File: src/rtl/seq_add_sub_pkg.sv
// Shared types and elaboration helpers for the digit-serial adder/subtractor.
// Sizing helpers are evaluated at elaboration time from the top-level parameters.
package seq_add_sub_pkg;

    typedef enum logic [1:0] {
        IDLE,
        RUN,
        DONE
    } state_t;

    function automatic int unsigned digit_count(input int unsigned width, input int unsigned digit);
        return width / digit;
    endfunction

    // The counter is never narrower than one bit, even when a single digit covers the word.
    function automatic int unsigned cnt_width(input int unsigned width, input int unsigned digit);
        int unsigned n;
        n = width / digit;
        return (n > 1) ? $clog2(n) : 1;
    endfunction

    function automatic bit cfg_ok(input int unsigned width, input int unsigned digit);
        return (digit != 0) && (width >= digit) && ((width % digit) == 0);
    endfunction

endpackage

File: src/rtl/seq_add_sub_digit.sv
// Combinational DIGIT-bit ripple-carry adder; also exposes the carry into
// the top bit so the caller can derive signed overflow on the last digit.
module digit_adder #(
    parameter int unsigned DIGIT = 4
) (
    input  logic [DIGIT-1:0] a,
    input  logic [DIGIT-1:0] b,
    input  logic             c_in,
    output logic [DIGIT-1:0] sum,
    output logic             c_out,
    output logic             c_msb
);

    logic [DIGIT:0] c;

    always_comb begin
        c    = '0;
        sum  = '0;
        c[0] = c_in;
        for (int unsigned i = 0; i < DIGIT; i++) begin
            sum[i]   = a[i] ^ b[i] ^ c[i];
            c[i + 1] = (c[i] & (a[i] ^ b[i])) | (a[i] & b[i]);
        end
    end

    assign c_out = c[DIGIT];
    assign c_msb = c[DIGIT-1];

endmodule

File: src/rtl/seq_add_sub.sv
// Digit-serial adder/subtractor: one DIGIT-wide slice per RUN cycle, result
// and flags held in DONE until the consumer takes them.
module seq_add_sub
    import seq_add_sub_pkg::*;
#(
    parameter int unsigned WIDTH = 16,
    parameter int unsigned DIGIT = 4
) (
    input  logic             clk,
    input  logic             rst,
    input  logic             in_valid,
    output logic             in_ready,
    input  logic             sub,
    input  logic             c_in,
    input  logic [WIDTH-1:0] a,
    input  logic [WIDTH-1:0] b,
    output logic             out_valid,
    input  logic             out_ready,
    output logic [WIDTH-1:0] s,
    output logic             c_out,
    output logic             ovf,
    output logic             zero
);

    localparam int unsigned N  = digit_count(WIDTH, DIGIT);
    localparam int unsigned CW = cnt_width(WIDTH, DIGIT);

    if (!cfg_ok(WIDTH, DIGIT)) begin : g_cfg_check
        $error("seq_add_sub: WIDTH must be a non-zero multiple of DIGIT");
    end

    state_t            state, state_n;
    logic [WIDTH-1:0]  a_sh, b_sh, r_sh;
    logic              carry;
    logic [CW-1:0]     cnt;
    logic              last;

    logic [DIGIT-1:0]       d_sum;
    logic                   d_cout, d_cmsb;
    logic [WIDTH+DIGIT-1:0] r_cat;
    logic [WIDTH-1:0]       r_next;

    digit_adder #(.DIGIT(DIGIT)) u_digit (
        .a     (a_sh[DIGIT-1:0]),
        .b     (b_sh[DIGIT-1:0]),
        .c_in  (carry),
        .sum   (d_sum),
        .c_out (d_cout),
        .c_msb (d_cmsb)
    );

    // Digits enter from the MSB side; concatenate-then-slice also covers DIGIT == WIDTH.
    assign r_cat  = {d_sum, r_sh};
    assign r_next = r_cat[WIDTH+DIGIT-1:DIGIT];
    assign last   = (cnt == CW'(N - 1));

    always_ff @(posedge clk or posedge rst) begin
        if (rst) state <= IDLE;
        else     state <= state_n;
    end

    always_comb begin
        state_n   = state;
        in_ready  = 1'b0;
        out_valid = 1'b0;
        case (state)
            IDLE: begin
                in_ready = 1'b1;
                if (in_valid) state_n = RUN;
            end
            RUN: begin
                if (last) state_n = DONE;
            end
            DONE: begin
                out_valid = 1'b1;
                if (out_ready) state_n = IDLE;
            end
            default: state_n = IDLE;
        endcase
    end

    always_ff @(posedge clk or posedge rst) begin
        if (rst) begin
            a_sh  <= '0;
            b_sh  <= '0;
            r_sh  <= '0;
            carry <= 1'b0;
            cnt   <= '0;
            s     <= '0;
            c_out <= 1'b0;
            ovf   <= 1'b0;
            zero  <= 1'b0;
        end else begin
            case (state)
                IDLE: begin
                    if (in_valid) begin
                        // Subtraction folds into addition: a + ~b + ~c_in.
                        a_sh  <= a;
                        b_sh  <= b ^ {WIDTH{sub}};
                        carry <= c_in ^ sub;
                        r_sh  <= '0;
                        cnt   <= '0;
                    end
                end
                RUN: begin
                    a_sh  <= a_sh >> DIGIT;
                    b_sh  <= b_sh >> DIGIT;
                    r_sh  <= r_next;
                    carry <= d_cout;
                    cnt   <= cnt + 1'b1;
                    if (last) begin
                        s     <= r_next;
                        c_out <= d_cout;
                        ovf   <= d_cmsb ^ d_cout;
                        zero  <= (r_next == '0);
                    end
                end
                default: ;
            endcase
        end
    end

endmodule

File: config.mk
export PLATFORM = sky130hd
export DESIGN_NAME = seq_add_sub
export DESIGN_NICKNAME = d
export VERILOG_FILES = /design/src/rtl/seq_add_sub_pkg.sv /design/src/rtl/seq_add_sub_digit.sv /design/src/rtl/seq_add_sub.sv
export SDC_FILE = /design/constraint.sdc
export NUM_CORES = 1
export LEC_CHECK = 0
export ABC_AREA = 1
export CAP_MARGIN = 40
export CORE_MARGIN = 5
export CORE_UTILIZATION = 47
export CTS_CLUSTER_DIAMETER = 150
export DETAILED_ROUTE_END_ITERATION = 12
export GPL_TIMING_DRIVEN = 0
export PLACE_DENSITY = 0.76
export SLEW_MARGIN = 20
export SYNTH_ARGS = -nofsm -noshare
export SYNTH_HDL_FRONTEND = slang
export SYNTH_SLANG_ARGS = --single-unit
File: constraint.sdc
create_clock -name clk -period 6.9 [get_ports clk]
set_input_delay 2.07 -clock clk [delete_from_list [all_inputs] [get_ports clk]]
set_output_delay 2.07 -clock clk [all_outputs]
set_load 0.05 [all_outputs]
**After elaboration in Yosys (flattened, before gate mapping)**

Cells that the tools add are included.

- Register bits after elaboration: 72
- Bits in writable memories: 0
- Memories: 0
- Input bits: 38
- Bits in read-only memories: 0
- Latch bits: 0

- $lt $le $gt $ge: 0
- Bitwise logic cells: 23
- Mux-type cells: 16
- Shift-type cells: 0
- $add $sub $neg: 1
- Reductions and logical operators: 6
- $mul: 0
- Div/mod/pow operators: 0
- Equal/unequal tests: 6

Operators with widths:

| cell | number |
|---|---|
| 16-bit one-hot mux with 2 select lines | 3 |
| 16-bit 2-to-1 mux | 3 |
| 16-bit zero test | 1 |
| 16-bit bitwise XOR | 1 |
| 1-bit bitwise XOR | 10 |
| 1-bit bitwise AND | 8 |
| 2-bit 2-to-1 mux | 4 |
| 2-bit inequality test, second input constant | 3 |
| 2-bit one-hot mux with 3 select lines | 1 |
| 2-bit == test, second input constant | 2 |
| 1-bit OR | 4 |
| 2-bit one-hot mux with 2 select lines | 1 |
| 2-bit AND reduction | 2 |
| 1-bit 2-to-1 mux | 3 |
| 3-bit AND reduction | 1 |
| 2-bit by 1-bit adder with 2-bit output, second input constant | 1 |
| 2-bit by 1-bit == test with 1-bit output, second input constant | 1 |
| 2-bit zero test | 1 |
| 1-bit one-hot mux with 2 select lines | 1 |
| 2-bit nonzero test | 1 |

**Longest topological paths before layout**

Gate-level depths: netlist of the first run.

- Word-level depth: 10
- Depth in mapped cells: 9
- Mapped depth without buffers: 9

**Hierarchy**

A second synthesis of the first run with hierarchy kept.

- Cell total of the unflattened synthesis: 341
- Area total of the unflattened synthesis: 3130.5 um^2

By module, submodules not included:

| module | times used | cells an instance | area each (um^2) |
|---|---|---|---|
| seq_add_sub | 1 | 332 | 3031.7 |
| digit_adder | 1 | 9 | 98.8 |

**Worst setup path before layout of the first run**

Ideal clock, no wire load.

- Kind: flip-flop to output port
- Start point: register state[0]
- End point: output port in_ready
- Slack: 3713 ps
- Buffers on the path: 0
- Arrival time: 1117 ps
- Stages on the path, launching flop included: 2
- Path through: dfrtp_1 nor2_1

- Cells in the longest elaborated chain, start to end: 2

Ends and longest elaborated chain:

| element | line | text |
|---|---|---|
| from (decl) | seq_add_sub.sv:32 | `state_t state, state_n;` |
| from (signal assigned) | seq_add_sub.sv:59 | `else state <= state_n;` |
| 2-bit zero test | seq_add_sub.sv:66 | `case (state)` |
| 1-bit 2-to-1 mux | seq_add_sub.sv:66 |  |
| to (decl) | seq_add_sub.sv:12 | `output logic in_ready,` |

No other way between the ends.

**Final worst setup path of the first run**

Ends and elaborated chain as after synthesis.

==> results of run 1 <==
[routing by layer]
metal	track usage	vias to the layer above	wire length (µm)
met3	0.0375	11	322
li1	-	1226	-
met2	0.302	55	3310
met4	0.0856	0	128
met1	0.195	1157	2840
met5	0	-	0
[flip-flops by register name (all words and copies together), names as in the netlist]
register	count
a_sh	16
b_sh	16
c_out	1
carry	1
cnt	2
ovf	1
r_sh	12
s	16
state	2
zero	1
[per-stage QoR]
step	util	worst slack (ns)	power [µW]	hold WS, ns
finish	0.625	3.07	1810	0.473
global route	0.625	2.98	1940	0.501
CTS	0.625	3.04	1830	0.478
detailed placement	0.590	3.33	1470	0.459
global placement	0.586	2.03	1440	0.454
floorplan	-	3.12	1210	0.442
[area by class of cell]
class                   count  area share
inverters                  29      0.0282
clock buffers              11      0.0359
flip-flops and latches     68       0.431
multi-input cells         231       0.286
repair buffers             58       0.152
plain buffers              17      0.0235
clock inverters             5      0.0190
well taps                  77      0.0244
[where the power goes]
part	switching (µW)	leakage, µW	internal, µW
Combinational	526	0.000893	288
Clock	144	0.000113	212
Sequential	85.0	0.000887	553
[cell families (layout without fill, tap and decap cells)]
family,Yosys count,count (layout),share of synthesized area
AO/OA/AOI/OAI,45,45,0.0813
XOR/XNOR,13,13,0.0376
adder cells (fa/ha/maj),5,5,0.0306
buffers and inverters,46,120,0.0665
flip-flops,68,68,0.562
AND/OR/NAND/NOR,168,168,0.223
[worst register-to-register path: cells and delay by family (launching register included)]
family | cells | cell delay, ns
adders and majority gates | 4 | 1.71
buffers and inverters | 1 | 0.09
DFF | 1 | 0.40
and+or+nand+nor | 4 | 0.29
[worst paths after layout]
check,from,end,slack [ns],cells after the start
worst max-delay path,state[0]$_DFFE_PP0P_,in_ready,3.07,2
worst min-delay path,cnt[0]$_DFFE_PP0P_,cnt[0]$_DFFE_PP0P_,0.47,1
worst max register to register,a_sh[0]$_DFFE_PP0P_,zero$_DFFE_PP0P_,4.32,9
worst min register to register,cnt[0]$_DFFE_PP0P_,cnt[0]$_DFFE_PP0P_,0.47,1
max in group asynchronous,rst,s[12]$_DFFE_PP0P_,4.36,3
min in group asynchronous,rst,state[1]$_DFFE_PP0P_,2.02,2
[cells in the mapped netlist]
cell,n,share of area
o21ai_0,27,0.045
clkbuf_1,4,0.0050
inv_2,2,0.0025
xnor2_1,4,0.012
o21ai_1,2,0.0033
a21oi_1,1,0.0016
buf_2,11,0.018
inv_1,27,0.033
nand3b_1,2,0.0050
ha_1,1,0.0041
dfrtp_1,68,0.56
o22ai_1,13,0.027
o211ai_1,1,0.0025
o31ai_1,1,0.0025
or2_2,1,0.0021
nand2_1,124,0.15
nor2_1,16,0.020
nand3_1,23,0.038
fa_1,4,0.026
buf_6,2,0.0074
xor2_1,9,0.026
nand2_2,2,0.0041
==> flow_metrics.env, run 1 <==
export IMPL_status="finished, final reports clean"
export IMPL_timing_fmax_mhz=261
export IMPL_io_buffers=57
export IMPL_cts_buffers=9
export IMPL_fin_worst_skew_ns=0.00994
export IMPL_firstDrtPassIters=6
export IMPL_cp_slowest_stage_delay_ns=0.82
export IMPL_routed_wl_um=6600
export IMPL_grt_usage=0.172
export IMPL_drtIter0Drc=68
export IMPL_core_area_um2=6310
export IMPL_setup_violations=0
export IMPL_ios=59
export IMPL_avgRoutedWirePerCell_um=13.3
export IMPL_worst_ep_required_time_ns=4.83
export IMPL_end_kind="output port"
export IMPL_crit_family="buffers and inverters"
export IMPL_rsz0062_at_grt="false"
export IMPL_syn_inst=345
export IMPL_yosysUniqueCellTypes=22
export IMPL_hold_buffers=0
export IMPL_grt_pass1_vias=2559
export IMPL_overflow=0
export IMPL_tightest_slew_ns=0.506
export IMPL_syn_avg_cell_area_um2=8.78
export IMPL_crit_chain="nor2_1 > clkdlybuf4s50_1"
export IMPL_finalHoldViolCount=0
export IMPL_fp_row_count=29
export IMPL_place_area_um2=3730
export IMPL_fin_area_um2=3940
export IMPL_via_per_inst=4.94
export IMPL_fin_setup_tns_ns=0
export IMPL_synth_nets=388
export IMPL_finalNonFillerCells=496
export IMPL_ctsRootBufferMaster="clkbuf_8"
export IMPL_ys_warn_count=0
export IMPL_dieArea_um2=8150
export IMPL_clockBufferDepth=2
export IMPL_worstPathArrival_ns=1.76
export IMPL_cts_resized=0
export IMPL_syn_to_final_growth_pct=30.1
export IMPL_seqCellArea_um2=1700
export IMPL_grt_antenna_before_repair=0
export IMPL_path_clk_slew_ns=0.07
export IMPL_clk_latency_ns=0.34
export IMPL_antenna_cells=0
export IMPL_cap_violations=0
export IMPL_multiInputGateArea_um2=1130
export IMPL_grt_pass1_wl_um=11400
export IMPL_worst_path_max_fanout=6
export IMPL_crit_type="register to output port"
export IMPL_syn_area_um2=3030
export IMPL_cp_num_buf_inv=1
export IMPL_powerDensity_nw_per_um2=458
export IMPL_dp_cells=480
export IMPL_die_h_um=90.3
export IMPL_critPathSlowestCell="clkdlybuf4s50_1"
export IMPL_cp_start_kind="register"
export IMPL_hpwl_um=4860
export IMPL_cts_max_level=3
export IMPL_num_vias=2449
export IMPL_post_cts_buffers=0
export IMPL_irDropWorstVdd_mv=0.224
export IMPL_finalNetCount=457
export IMPL_synth_seq_cells=68
export IMPL_layout_drive_gt1_share=0.0835
export IMPL_ys_seq_area_frac=0.562
export IMPL_fp_dieW_um=90.3
export IMPL_grt_max_degree=55
export IMPL_layout_commonest_cell="nand2_1"
export IMPL_final_cell_mix="124 x nand2_1, 68 x dfrtp_1, 57 x clkdlybuf4s50_1"
export IMPL_fin_crit_sh=0.555
export IMPL_slew_headroom=0.662
export IMPL_hold_class="register to register"
export IMPL_antenna_left=0
export IMPL_power_leakage_uw=0.00189
export IMPL_clkSinkCount=68
export IMPL_period_minus_slack_ns=3.83
export IMPL_drv_slew=0
export IMPL_cts_tree="built"
export IMPL_gp_congestion=0.773
export IMPL_fillCellCount=580
export IMPL_post_route_drc_count=0
export IMPL_start_util=0.480
Power figures use the tool's default switching activity.
==> inputs of run 2 (changes only) <==
--- a/config.mk
+++ b/config.mk
@@ -8,11 +8,11 @@
 export ABC_AREA = 1
 export CAP_MARGIN = 40
 export CORE_MARGIN = 5
-export CORE_UTILIZATION = 47
+export CORE_UTILIZATION = 46
 export CTS_CLUSTER_DIAMETER = 150
 export DETAILED_ROUTE_END_ITERATION = 12
 export GPL_TIMING_DRIVEN = 0
-export PLACE_DENSITY = 0.76
+export PLACE_DENSITY = 0.77
 export SLEW_MARGIN = 20
 export SYNTH_ARGS = -nofsm -noshare
 export SYNTH_HDL_FRONTEND = slang
==> constraint.sdc (replaced) <==
create_clock -name clk -period 3.5 [get_ports clk]
set_input_delay 1.05 -clock clk [delete_from_list [all_inputs] [get_ports clk]]
set_output_delay 1.05 -clock clk [all_outputs]
set_load 0.05 [all_outputs]
==> run 2 against run 1 <==
Against the previous run:
- clock power rose by 96%
- sequential share of layout area fell by 0.055 points
- via count rose by 0.73%
- non-clock buffer count did not move
- register-to-register slack got worse by 3.4 ns
- clock skew fell by 0.0031 ns
- utilization fell by 0.63 points
- routed wire length fell by 2.9%
- largest cell class unchanged
- largest power group unchanged
- highest routed layer unchanged
==> flow_metrics.env, run 2 (synthesized netlist as in run 1, its figures left out) <==
export IMPL_status="finished, final reports clean"
export IMPL_cp_endpoint="in_ready"
export IMPL_final_cell_mix="124 x nand2_1, 68 x dfrtp_1, 57 x clkdlybuf4s50_1"
export IMPL_powerDensity_nw_per_um2=899
export IMPL_setup_violations=0
export IMPL_period_minus_slack_ns=2.81
export IMPL_ios=59
export IMPL_core_area_um2=6390
export IMPL_dp_cells=480
export IMPL_worst_path_max_fanout=6
export IMPL_num_vias=2467
export IMPL_cts_resized=0
export IMPL_overflow=0
export IMPL_hold_buffers=0
export IMPL_r2r_end="zero$_DFFE_PP0P_"
export IMPL_fp_row_count=29
export IMPL_slew_headroom=0.657
export IMPL_routed_wl_um=6410
export IMPL_fin_worst_skew_ns=0.00683
export IMPL_dieArea_um2=8310
export IMPL_grt_antenna_before_repair=0
export IMPL_finalWorstSetupSlack_ns=0.691
export IMPL_finalHoldViolCount=0
export IMPL_layout_drive_gt1_share=0.0859
export IMPL_die_h_um=91.2
export IMPL_fp_dieW_um=91.2
export IMPL_cts_tree="built"
export IMPL_cts_buffers=9
export IMPL_firstDrtPassIters=4
export IMPL_cts_max_level=3
export IMPL_dpl_worst_slack_ns=0.933
export IMPL_grt_usage=0.164
export IMPL_timing_rr_start="a_sh[0]$_DFFE_PP0P_"
export IMPL_top_regs="a_sh: 16 flops, b_sh: 16 flops, s: 16 flops"
export IMPL_cap_violations=0
export IMPL_finalNetCount=457
export IMPL_clkSinkCount=68
export IMPL_rsz0062_at_grt="false"
export IMPL_finalNonFillerCells=496
export IMPL_clockBufferDepth=2
export IMPL_r2r_slack_ns=0.93
export IMPL_ctsRootBufferMaster="clkbuf_8"
export IMPL_hpwl_um=4840
export IMPL_layout_commonest_cell="nand2_1"
export IMPL_drtIter0Drc=75
export IMPL_syn_to_final_growth_pct=30.3
export IMPL_start_util=0.475
export IMPL_gp_congestion=0.790
export IMPL_grt_max_degree=47
export IMPL_cp_start_kind="register"
export IMPL_antenna_cells=0
export IMPL_fin_crit_sh=0.803
export IMPL_hold_class="register to register"
export IMPL_seqCellArea_um2=1700
export IMPL_tightest_slew_ns=0.513
export IMPL_io_buffers=57
export IMPL_crit_type="register to output port"
export IMPL_critPathLaunch="state[0]$_DFFE_PP0P_"
export IMPL_fillCellCount=574
export IMPL_clk_latency_ns=0.34
export IMPL_multiInputGateArea_um2=1130
export IMPL_worstPathArrival_ns=1.76
export IMPL_path_clk_slew_ns=0.07
export IMPL_power_leakage_uw=0.00189
export IMPL_worst_ep_required_time_ns=2.45
export IMPL_grt_pass1_wl_um=11000
export IMPL_drv_slew=0
export IMPL_avgRoutedWirePerCell_um=12.9
export IMPL_grt_pass1_vias=2434
export IMPL_timing_fmax_mhz=356
export IMPL_irDropWorstVdd_mv=0.690
export IMPL_end_kind="output port"
export IMPL_r2r_cells=9
export IMPL_post_cts_buffers=0
export IMPL_post_route_drc_count=0
export IMPL_via_per_inst=4.97
export IMPL_antenna_left=0
## run 2: cell count changes in the layout (fill, tap and decap cells not counted)
cell | before | now
bufinv_16 | 2 | 1
clkbuf_1 | 5 | 4
clkbuf_8 | 10 | 13
clkinv_2 | 3 | 1
clkinvlp_4 | 0 | 1
## run 2: worst max-delay path, cell delays in order, from the launching register on
cell and delay (ns):
dfrtp_1 0.44, nor2_1 0.16, clkdlybuf4s50_1 0.82
## run 2: cell type report
| class | instances | area share |
|---|---|---|
| plain buffers | 17 | 0.0234 |
| clock buffers | 13 | 0.0453 |
| clock inverters | 3 | 0.0108 |
| inverters | 29 | 0.0282 |
| multi-input cells | 231 | 0.285 |
| flip-flops and latches | 68 | 0.431 |
| well taps | 77 | 0.0244 |
| repair buffers | 58 | 0.151 |
## run 2: power breakdown
group / internal [µW] / switching (µW) / leakage, µW
Sequential: 1090 / 172 / 0.000887
Clock: 406 / 289 / 0.000112
Combinational: 569 / 1030 / 0.000893
## run 2: metrics by stage
stage	power [µW]	instance area, µm²	TNS [ns]	util	hold slack (ns)
final	3550	3950	0	0.618	0.475
after global routing	3810	3950	0	0.618	0.502
after CTS	3580	3950	0	0.618	0.477
after detailed placement	2890	3730	0	0.584	0.459
after global placement	2830	3700	-22.53	0.579	0.453
after floorplan	2380	3030	0	-	0.442
## run 2: worst min path at each step
| stage | start | to | cells past startpoint |
|---|---|---|---|
| 3_5_place_dp | a_sh[14]$_DFFE_PP0P_ | a_sh[14]$_DFFE_PP0P_ | 2 |
| 3_3_place_gp | a_sh[15]$_DFFE_PP0P_ | a_sh[15]$_DFFE_PP0P_ | 2 |
| 4_1_cts | a_sh[14]$_DFFE_PP0P_ | a_sh[14]$_DFFE_PP0P_ | 2 |
| 2_1_floorplan | a_sh[12]$_DFFE_PP0P_ | a_sh[12]$_DFFE_PP0P_ | 2 |
| 5_1_grt | a_sh[14]$_DFFE_PP0P_ | a_sh[14]$_DFFE_PP0P_ | 2 |
| 6_report | a_sh[14]$_DFFE_PP0P_ | a_sh[14]$_DFFE_PP0P_ | 2 |
## run 2: layer usage
layer | global-route usage | up-vias | part of all wire
li1 | - | 1231 | -
met1 | 0.191 | 1162 | 0.41
met2 | 0.285 | 67 | 0.51
met3 | 0.0545 | 7 | 0.065
met4 | 0.0526 | 0 | 0.0091
met5 | 0 | - | 0
